### config.mk
export PLATFORM = sky130hd
export DESIGN_NAME = condition_code_unit
export DESIGN_NICKNAME = d
export VERILOG_FILES = /design/src/rtl/condition_code_unit.sv
export SDC_FILE = /design/constraint.sdc
export NUM_CORES = 1
export LEC_CHECK = 0
export ABC_AREA = 1
export BUFFER_PORTS_ARGS = -buffer_cell sky130_fd_sc_hd__buf_2
export CORE_AREA = 3 3 72 74
export CTS_BUF_LIST = sky130_fd_sc_hd__clkbuf_2 sky130_fd_sc_hd__clkbuf_4 sky130_fd_sc_hd__clkbuf_8
export DETAILED_ROUTE_END_ITERATION = 10
export DIE_AREA = 0 0 75 77
export HOLD_SLACK_MARGIN = 0.06
export SLEW_MARGIN = 20
export SYNTH_ARGS = -nofsm -noshare
export SYNTH_HDL_FRONTEND = slang
export SYNTH_SLANG_ARGS = --single-unit
export TNS_END_PERCENT = 5
### constraint.sdc
create_clock -name Clock -period 2.77 [get_ports Clock]
set_clock_uncertainty 0.2 [all_clocks]
set_input_delay 0 -clock Clock [delete_from_list [all_inputs] [get_ports Clock]]
set_output_delay 0 -clock Clock [all_outputs]
set_load 0.02 [all_outputs]
### src/rtl/condition_code_unit.sv
`default_nettype none
// ============================================================================
// condition_code_unit : CCR latch, carry feedback and branch resolution
// Revision 1.0
// ============================================================================
module condition_code_unit #(
  parameter int OP_W       = 7,
  parameter int WAIT_LIMIT = 15
) (
  input  logic            Clock,
  input  logic            Reset_n,
  input  logic            CCR_Enable,
  input  logic            NOP_FLAG,
  input  logic            ZERO_FLAG,
  input  logic            NEGATIVE_FLAG,
  input  logic            OVERFLOW_FLAG,
  input  logic            CARRY_FLAG,
  input  logic            INR_FLAG,
  input  logic            Alu_Issue,
  input  logic            Br_Req,
  input  logic [OP_W-1:0] Br_Op,
  output logic [31:0]     CCR,
  output logic            Carry_Out,
  output logic            Br_Ack,
  output logic            Br_Taken,
  output logic            Br_Err,
  output logic            Busy
);

  localparam int CNT_W = $clog2(WAIT_LIMIT + 1);
  localparam logic [CNT_W-1:0] C_CNT_MAX = CNT_W'(WAIT_LIMIT);

  localparam logic [OP_W-1:0] C_OP_BEQ = OP_W'(39);
  localparam logic [OP_W-1:0] C_OP_BNE = OP_W'(40);
  localparam logic [OP_W-1:0] C_OP_BLT = OP_W'(41);
  localparam logic [OP_W-1:0] C_OP_BRA = OP_W'(64);
  localparam logic [OP_W-1:0] C_OP_BSR = OP_W'(65);
  localparam logic [OP_W-1:0] C_OP_JMP = OP_W'(16);
  localparam logic [OP_W-1:0] C_OP_JSR = OP_W'(17);
  localparam logic [OP_W-1:0] C_OP_RTS = OP_W'(18);

  typedef enum logic [1:0] {
    S_IDLE = 2'd0,
    S_WAIT = 2'd1,
    S_RESP = 2'd2
  } state_t;

  state_t           r_state;
  logic [OP_W-1:0]  r_op;
  logic [CNT_W-1:0] r_cnt;
  logic             r_ack, r_taken, r_err;
  logic             r_c, r_v, r_z, r_n, r_inr, r_inr_sticky;
  logic             r_pending;

  logic             w_flag_load;
  logic             w_req_cond;
  logic [1:0]       w_req_res;
  logic [1:0]       w_wait_res;
  logic [CNT_W-1:0] w_cnt_inc;

  // Returns {err, taken} for an opcode against a set of flags.
  function automatic logic [1:0] f_resolve(input logic [OP_W-1:0] op,
                                           input logic z, input logic n, input logic v);
    case (op)
      C_OP_BEQ: return {1'b0, z};
      C_OP_BNE: return {1'b0, ~z};
      C_OP_BLT: return {1'b0, n ^ v};
      C_OP_BRA, C_OP_BSR, C_OP_JMP, C_OP_JSR, C_OP_RTS: return 2'b01;
      default:  return 2'b10;
    endcase
  endfunction

  assign w_flag_load = CCR_Enable & ~NOP_FLAG;
  assign w_req_cond  = (Br_Op == C_OP_BEQ) || (Br_Op == C_OP_BNE) || (Br_Op == C_OP_BLT);
  assign w_req_res   = f_resolve(Br_Op, r_z, r_n, r_v);
  // A waiting branch resolves on the flags being loaded this very edge.
  assign w_wait_res  = f_resolve(r_op, ZERO_FLAG, NEGATIVE_FLAG, OVERFLOW_FLAG);
  assign w_cnt_inc   = (r_cnt == C_CNT_MAX) ? r_cnt : r_cnt + 1'b1;

  always_ff @(posedge Clock or negedge Reset_n) begin
    if (!Reset_n) begin
      r_c          <= 1'b0;
      r_v          <= 1'b0;
      r_z          <= 1'b0;
      r_n          <= 1'b0;
      r_inr        <= 1'b0;
      r_inr_sticky <= 1'b0;
      r_pending    <= 1'b0;
    end else begin
      if (w_flag_load) begin
        r_c          <= CARRY_FLAG;
        r_v          <= OVERFLOW_FLAG;
        r_z          <= ZERO_FLAG;
        r_n          <= NEGATIVE_FLAG;
        r_inr        <= INR_FLAG;
        r_inr_sticky <= r_inr_sticky | INR_FLAG;
      end
      if (Alu_Issue)       r_pending <= 1'b1;
      else if (CCR_Enable) r_pending <= 1'b0;
    end
  end

  always_ff @(posedge Clock or negedge Reset_n) begin
    if (!Reset_n) begin
      r_state <= S_IDLE;
      r_op    <= '0;
      r_cnt   <= '0;
      r_ack   <= 1'b0;
      r_taken <= 1'b0;
      r_err   <= 1'b0;
    end else begin
      r_ack   <= 1'b0;
      r_taken <= 1'b0;
      r_err   <= 1'b0;
      case (r_state)
        S_IDLE: begin
          if (Br_Req) begin
            r_op <= Br_Op;
            if (w_req_cond && (r_pending || Alu_Issue)) begin
              r_state <= S_WAIT;
              r_cnt   <= '0;
            end else begin
              r_state <= S_RESP;
              r_ack   <= 1'b1;
              r_err   <= w_req_res[1];
              r_taken <= w_req_res[0];
            end
          end
        end
        S_WAIT: begin
          if (w_flag_load) begin
            r_state <= S_RESP;
            r_ack   <= 1'b1;
            r_err   <= w_wait_res[1];
            r_taken <= w_wait_res[0];
          end else begin
            r_cnt <= w_cnt_inc;
            if (w_cnt_inc == C_CNT_MAX) begin
              r_state <= S_RESP;
              r_ack   <= 1'b1;
              r_err   <= 1'b1;
            end
          end
        end
        S_RESP:  r_state <= S_IDLE;
        default: r_state <= S_IDLE;
      endcase
    end
  end

  assign CCR       = {26'b0, r_inr_sticky, r_inr, r_n, r_z, r_v, r_c};
  assign Carry_Out = r_c;
  assign Br_Ack    = r_ack;
  assign Br_Taken  = r_taken;
  assign Br_Err    = r_err;
  assign Busy      = (r_state != S_IDLE);

endmodule
`default_nettype wire

[Word-level counts from Yosys, hierarchy flattened]
Index checks and enable logic that the tools add are counted.
Word-level totals
  register bits after elaboration: 23
  input bits: 18
  output and inout bits: 37
  word-level logic and storage cells: 84
Operators by class
  add/sub/neg operators: 1
  eq/ne operators: 23
  muxes and demuxes: 27
  bitwise operators: 7
  reductions and logical operators: 13
Operators by type and width (number)
  $eq A7 B5 Y1 const B: 6
  $eq A7 B6 Y1 const B: 6
  $eq A7 B7 Y1 const B: 4
  $mux W4: 4
  $pmux W2 S4: 2
  $mux W1: 12
  $reduce_or A5 Y1: 2
  $eq A4 B4 Y1 const B: 2
  $mux W2: 4
  $pmux W4 S2: 1
  $ne A2 B2 Y1 const B: 3
  $pmux W1 S2: 3
  $reduce_bool A2 Y1: 3
  $add A4 B1 Y4 const B: 1
  $pmux W2 S2: 1
  $reduce_and A2 Y1: 2
  $reduce_and A4 Y1: 1
  $logic_or A1 B1 Y1: 3
  $ne A3 B3 Y1 const B: 1
  $not A1 Y1: 3
  $eq A2 B1 Y1 const B: 1
  $logic_not A2 Y1: 1
  $xor A1 B1 Y1: 2
  $and A1 B1 Y1: 1
  2 further kinds: 2

[Longest topological paths before layout]
Gate-level depths: netlist (run 1).
  depth after elaboration: 7
  depth in mapped cells: 10
  depth with buffers taken out: 10

[Least setup slack after synthesis (run 1)]
No wires, ideal clock.
  path kind: reg2reg
  start point: register r_cnt[0]
  end point: register r_ack (netlist: Br_Ack)
  setup time: 0.118 ns
  arrival: 1.203 ns
  required time: 2.452 ns
  path slack: 1.249 ns
  cell stages (with the launch flop): 10
  path buffers: 0
  period minus slack after synthesis: 1.521 ns
  path through: dfrtp_1 -> ha_1 -> nand3_2 -> inv_2 -> a21oi_1 -> nor2_1 -> nand2_1 -> nand2_1 -> nand2_1 -> nand2_1
Between the ends
  longest elaborated chain between the ends: 6
  elaborated cells on any way between the ends: 7
  those cells by class: 1 x add/sub; 2 x eq/ne; 4 x mux
RTL lines
  start, declared: RTL line 50  | logic [CNT_W-1:0] r_cnt;
  start signal, assigned: RTL line 137  | r_cnt <= w_cnt_inc;
  $add A4 B1 Y4 / $eq A4 B4 Y1 (equally long branches): RTL line 78  | assign w_cnt_inc = (r_cnt == C_CNT_MAX) ? r_cnt : r_cnt + 1'b1;
  $mux W4 *: RTL line 78
  $eq A4 B4 Y1 *: RTL line 138  | if (w_cnt_inc == C_CNT_MAX) begin
  $mux W1 *: RTL line 138
  $mux W1 *: RTL line 131  | if (w_flag_load) begin
  $pmux W1 S2 *: RTL line 115  | case (r_state)
  end signal, assigned: RTL line 112  | r_ack <= 1'b0;
  end signal, assigned: RTL line 133  | r_ack <= 1'b1;
  end signal, assigned: RTL line 140  | r_ack <= 1'b1;
  end, declared: RTL line 51  | logic r_ack, r_taken, r_err;
Every way passes the cells marked *; elsewhere a longest branch is shown, timed or not.
A chain may end at the register's enable or synchronous reset.

[Worst setup path in the final report (run 1)]
  start point: register r_state[0]
  end point: register r_op[3]
Between the ends
  longest elaborated chain between the ends: 2
RTL lines
  start, declared: RTL line 48  | state_t r_state;
  start signal, assigned: RTL line 105  | r_state <= S_IDLE;
  start signal, assigned: RTL line 120  | r_state <= S_WAIT;
  start signal, assigned: RTL line 123  | r_state <= S_RESP;
  $logic_not A2 Y1: RTL line 115
  $reduce_and A2 Y1 (no source line)
  end signal, assigned: RTL line 118  | r_op <= Br_Op;
  end, declared: RTL line 49  | logic [OP_W-1:0] r_op;
No other way between the ends.

==> results of run 1 <==
## per-layer routing
layer	share of wire [%]	vias up	track usage, %	wire, µm
met4	0	0	3.203	0
met2	48	44	18.90	1503
li1	-	708	-	-
met5	0	-	0	0
met3	6.0	0	1.966	188
met1	46	606	14.60	1451
## worst reg2reg max path, cell delays in order, from the launching register on
cell,delay [ps]
dfrtp_1,410
inv_2,110
nand2_4,70
nor2_4,200
nand2_1,80
dlygate4sd3_1,560
o21ai_0,70
dlygate4sd3_1,550
## cell type report
cell class	instances	area, µm²
clock buffers	4	48.80
fillers	482	2706
inverters	25	93.84
multi-input cells	159	768.2
flip-flops and latches	23	575.6
well taps	54	67.56
repair buffers	54	400.4
## worst paths after layout
check	startpoint	cells past startpoint	slack, ps	end
min	NOP_FLAG	3	110	r_inr_sticky$_DFFE_PN0P_
min reg2reg	r_inr_sticky$_DFFE_PN0P_	1	270	r_inr_sticky$_DFFE_PN0P_
max in group asynchronous	Reset_n	4	740	r_state[1]$_DFFE_PN0P_
min in group asynchronous	Reset_n	3	530	r_op[4]$_DFFE_PN0P_
max reg2reg	r_state[0]$_DFFE_PN0P_	7	470	r_op[3]$_DFFE_PN0P_
max	r_state[0]$_DFFE_PN0P_	7	470	r_op[3]$_DFFE_PN0P_
## cell families after synthesis
kind of cell               synth area share (%)
AOI/OAI and AO/OA                         4.567
xor gates and xnor gates                  1.654
adders and majority gates                0.7873
buffers and inverters                     21.34
DFF                                       36.22
other                                    0.2360
and+or+nand+nor                           35.20
## power groups by stage
stage	Clock [mW]	Combinational [mW]	Sequential [mW]
floorplan	0	0.165	0.398
global route	0.233	0.248	0.397
CTS	0.224	0.221	0.392
detailed placement	0	0.184	0.398
finish	0.218	0.221	0.392
global placement	0	0.183	0.397
## Yosys cell counts
library cell	number	area (µm²)
o21bai_1	1	7.510
xor2_1	3	26.28
nand2_1	62	232.7
conb_1	1	3.750
o21ai_0	10	50.05
o21ai_1	1	5.000
dfrtp_1	23	575.6
nor3_4	1	16.27
nand3_2	2	20.02
nand4_1	3	18.77
nor2_4	2	22.52
nand3_1	15	75.07
nor2_2	6	37.54
nand2_4	3	33.78
or2_1	1	6.260
ha_1	1	12.51
inv_1	18	67.56
nand3b_1	2	15.01
inv_2	7	26.28
buf_2	1	5.000
buf_4	32	240.2
nor2_1	11	41.29
nand2_2	4	25.02
nor3_1	3	15.01
a21oi_1	2	10.01
==> flow_metrics.py, run 1 <==
metrics = {
    "route": {
        "drt_iter0_drc": 86,
        "antenna_left": 0,
        "post_drt_wl_per_cell_um": 9.853,
        "avgViaCountPerCell": 4.257,
        "wl_um": 3143,
        "vias": 1358,
        "drc_errors": 0,
        "dr.pass1.iters": 4,
    },
    "setup_path": {
        "path_buf_inv": 3,
        "critPathMaxStageDelay_ps": 560,
        "cp-start-kind": "flip-flop",
        "required_ps": 2780,
        "crit_top_cell": "dlygate4sd3_1",
        "cp_cell_sequence": "inv_2 > nand2_4 > nor2_4 > nand2_1 > dlygate4sd3_1 > o21ai_0 > dlygate4sd3_1",
        "critPathKind": "flip-flop to flip-flop",
        "crit_path_max_fanout": 10,
        "end_kind": "flip-flop",
        "cp_top_family": "buffers and inverters",
        "cp.arrival_ps": 2310,
        "slowest_stage": "dlygate4sd3_1",
    },
    "timing": {
        "fin_ws_ps": 468.1,
        "setup-tns-final_ps": 0,
        "rsz0062_at_grt": "false",
        "maxSlewViolCount": 0,
        "fin_crit_sh_pct": 83.10,
        "max_freq_ghz": 0.4344,
        "period_needed_ps": 2302,
        "setup_viol": 0,
        "hold_slack_ps": 107.4,
        "hold_violations": 0,
    },
    "logic_synthesis": {
        "synth-seq-cells": 23,
        "syn-cell-area_um2": 1589,
        "avgSynthCellArea_um2": 7.391,
        "syn_inst": 215,
        "synth_cell_types": 25,
        "ys_warn_count": 0,
        "ys_seq_area_share_pct": 36.22,
    },
    "global_routing": {
        "grt_pass1_wl_um": 5188,
        "gr-total-overflow": 0,
        "grt_max_degree": 18,
        "grt_usage_pct": 11.31,
        "grt_pass1_vias": 1246,
        "grt_antenna_before_repair": 0,
    },
    "placed_design": {
        "dp.final_hpwl_um": 2393,
        "dp_cells": 289,
        "dp_slack_ps": 1112,
        "portBuffers": 28,
        "place_congestion": 0.8078,
        "place_area_um2": 1645,
    },
    "pwr": {
        "p_clk_share_pct": 26.2,
        "power_density_nw_per_um2": 425.0,
        "leakagePower_nw": 1.044,
        "p_int_uw": 563.1,
        "power_frac_comb_pct": 26.6,
        "swShare_pct": 32.20,
        "pwr-share-seq_pct": 47.2,
        "irDropWorstVdd_mv": 0.2064,
        "power_uw": 830.5,
        "p_switching_uw": 267.4,
    },
    "clock_network": {
        "clkTransAtPathRegs_ps": 80,
        "cts-resized-gates": 0,
        "postCtsSetupBuffers": 0,
        "clk_path_buf_depth": 2,
        "hold_buffers": 26,
        "clock-sinks": 23,
        "numCtsBuffers": 3,
        "cts_tree": "yes",
        "htree_levels": 1,
        "clock-root-buffer": "clkbuf_8",
        "clk_latency_ps": 260,
    },
    "final_layout": {
        "n_antenna_cell": 0,
        "mostFrequentLayoutCells": "nand2_1 (62), buf_2 (28), conb_1 (26), dlygate4sd3_1 (26), dfrtp_1 (23)",
        "num-nets-final": 285,
        "synthToLayoutAreaGrowth_pct": 22.99,
        "largest_reg_flops": 7,
        "mostFrequentLayoutCell": "nand2_1",
        "reg_top3": "r_op: 7 flops, r_cnt: 4 flops, r_state: 2 flops",
        "final_util_pct": 41.93,
        "drive_gt1_share_pct": 21.51,
        "final_cells": 319,
        "regMostFlops": "r_op",
        "design_area_um2": 1954,
    },
    "floorplan": {
        "fp.dieH_um": 77,
        "rows": 25,
        "coreArea_um2": 4661,
        "die-width_um": 75,
        "start_util_pct": 34.09,
        "num_io_pins": 55,
        "die-area_um2": 5775,
    },
    "run_status": {
        "status": "finished, final reports clean",
    },
    "worst_hold_path": {
        "worstHoldPathType": "input pin to flip-flop",
    },
    "run": {
        "drv_cap": 0,
    },
}
Power figures use the tool's default switching activity.
==> inputs of run 2 (changes only) <==
- clock period: 2.77 -> 2.29 ns (I/O delays scaled with it)
==> flow_metrics.py, run 2 (synthesis gave the netlist of run 1 again) <==
metrics = {
    "timing": {
        "fin_ws_ps": 375.0,
        "max_freq_ghz": 0.5222,
        "period_needed_ps": 1915,
        "slew_headroom_pct": 66.20,
        "tightest_slew_ps": 507.0,
        "maxSlewViolCount": 0,
        "fin_crit_sh_pct": 83.62,
        "setup-tns-final_ps": 0,
        "hold_violations": 0,
        "setup_viol": 0,
        "rsz0062_at_grt": "false",
    },
    "setup_path": {
        "cp_top_family": "buffers and inverters",
        "path_depth": 7,
        "path_buf_inv": 3,
        "cp_cell_sequence": "inv_2 > nand2_4 > nor2_4 > inv_2 > nand2_1 > o21ai_0 > dlygate4sd3_1",
        "r2r_cells": 7,
        "cp.arrival_ps": 1860,
        "crit_path_max_fanout": 10,
        "critPathKind": "flip-flop to flip-flop",
        "slowest_stage": "dlygate4sd3_1",
        "cp-start-kind": "flip-flop",
        "end_kind": "flip-flop",
        "required_ps": 2230,
        "critPathMaxStageDelay_ps": 560,
        "crit_top_cell": "inv_2",
        "r2r_slack_ps": 380,
    },
    "clock_network": {
        "clkTransAtPathRegs_ps": 80,
        "clock-root-buffer": "clkbuf_8",
        "clock-sinks": 23,
        "clk_latency_ps": 260,
        "clk_path_buf_depth": 2,
        "numCtsBuffers": 3,
        "cts_tree": "yes",
        "htree_levels": 1,
    },
    "floorplan": {
        "fp.dieH_um": 77,
        "num_io_pins": 55,
        "rows": 25,
        "start_util_pct": 34.09,
        "die-width_um": 75,
        "die-area_um2": 5775,
        "coreArea_um2": 4661,
    },
    "placed_design": {
        "dp_cells": 289,
        "place_congestion": 0.8079,
        "dp.final_hpwl_um": 2407,
        "portBuffers": 28,
        "dp_slack_ps": 619.3,
        "place_area_um2": 1645,
    },
    "pwr": {
        "swShare_pct": 32.16,
        "leakagePower_nw": 1.027,
        "p_int_uw": 670.5,
        "irDropWorstVdd_mv": 0.2201,
        "pwr-share-seq_pct": 47.8,
        "p_switching_uw": 317.8,
        "power_density_nw_per_um2": 513.6,
        "power_frac_comb_pct": 25.8,
        "p_clk_share_pct": 26.4,
    },
    "final_layout": {
        "drive_gt1_share_pct": 21.76,
        "nFillCells": 475,
        "synthToLayoutAreaGrowth_pct": 21.10,
        "mostFrequentLayoutCell": "nand2_1",
        "largest_reg_flops": 7,
        "num-nets-final": 282,
        "seqCellArea_um2": 575.6,
        "reg_top3": "r_op: 7 flops, r_cnt: 4 flops, r_state: 2 flops",
        "n_antenna_cell": 0,
        "mostFrequentLayoutCells": "nand2_1 (62), buf_2 (28), conb_1 (26)",
        "final_cells": 316,
        "regMostFlops": "r_op",
        "design_area_um2": 1924,
        "multi_input_area_um2": 768.2,
    },
    "global_routing": {
        "gr-total-overflow": 0,
        "grt_pass1_wl_um": 5112,
        "grt_max_degree": 24,
        "grt_pass1_vias": 1217,
        "grt_antenna_before_repair": 0,
        "grt_usage_pct": 10.96,
    },
    "route": {
        "vias": 1350,
        "antenna_left": 0,
        "wl_um": 3082,
        "drt_iter0_drc": 53,
        "dr.pass1.iters": 4,
        "post_drt_wl_per_cell_um": 9.753,
        "avgViaCountPerCell": 4.272,
        "drc_errors": 0,
    },
    "run_status": {
        "status": "finished, final reports clean",
    },
    "worst_hold_path": {
        "worstHoldPathType": "input pin to asynchronous set/reset pin",
    },
    "run": {
        "drv_cap": 0,
    },
}
-- run 2: changes by cell type in the layout (fill, tap and decap cells not counted) --
| cell | delta |
|---|---|
| dlygate4sd3_1 | -3 |
-- run 2: worst paths after layout --
check,from,endpoint
setup / recovery,r_state[0]$_DFFE_PN0P_,r_op[0]$_DFFE_PN0P_
hold / removal,Reset_n,r_op[5]$_DFFE_PN0P_
setup reg to reg,r_state[0]$_DFFE_PN0P_,r_op[0]$_DFFE_PN0P_
hold reg to reg,r_inr_sticky$_DFFE_PN0P_,r_inr_sticky$_DFFE_PN0P_
max in group asynchronous,Reset_n,Carry_Out$_DFFE_PN0P_
min in group Clock,NOP_FLAG,r_inr_sticky$_DFFE_PN0P_
-- run 2: power groups by stage --
stage	registers [mW]	clock network [mW]	logic [mW]
after floorplan	0.481	0	0.200
after global placement	0.480	0	0.222
after CTS	0.473	0.267	0.256
after detailed placement	0.481	0	0.223
after global routing	0.479	0.279	0.287
final	0.472	0.261	0.255
-- run 2: worst reg2reg max path: cells and delay by family, from the launching register on --
kind                   cells  cell delay (ps)
DFF                        1              410
and+or+nand+nor            3              330
buffers and inverters      3              790
AOI/OAI and AO/OA          1               70
-- run 2: per-stage QoR --
step	power [mW]	utilization [%]	hold WS (ps)
5_1_grt	1.046	41.29	112.5
2_1_floorplan	0.6809	-	-495.6
3_5_place_dp	0.7042	35.30	-193.8
4_1_cts	0.9961	41.29	61.80
3_3_place_gp	0.7020	35.30	-192.8
6_report	0.9883	41.29	58.08
-- run 2: area by class of cell --
class / instances / share of cell area, %
clock buffer: 4 / 2.536
timing repair buffer: 51 / 19.25
sequential: 23 / 29.91
multi-input combinational: 159 / 39.92
inverter: 25 / 4.876
tap: 54 / 3.511
-- run 2: what timing repair did --
item / 4_1_cts / 5_1_grt
resized for setup: 0 / 0
setup buffers: 0 / 0
hold endpoints to repair: 46 / 0
hold buffers: 23 / 0
setup endpoints to repair: 0 / 0
-- run 2: metal layers --
metal / vias up / part of all wire (%) / global-route usage [%]
met5: - / 0 / 0
met4: 0 / 0.88 / 3.203
met3: 2 / 6.4 / 1.311
met2: 47 / 46 / 18.29
met1: 602 / 46 / 14.49
li1: 699 / - / -
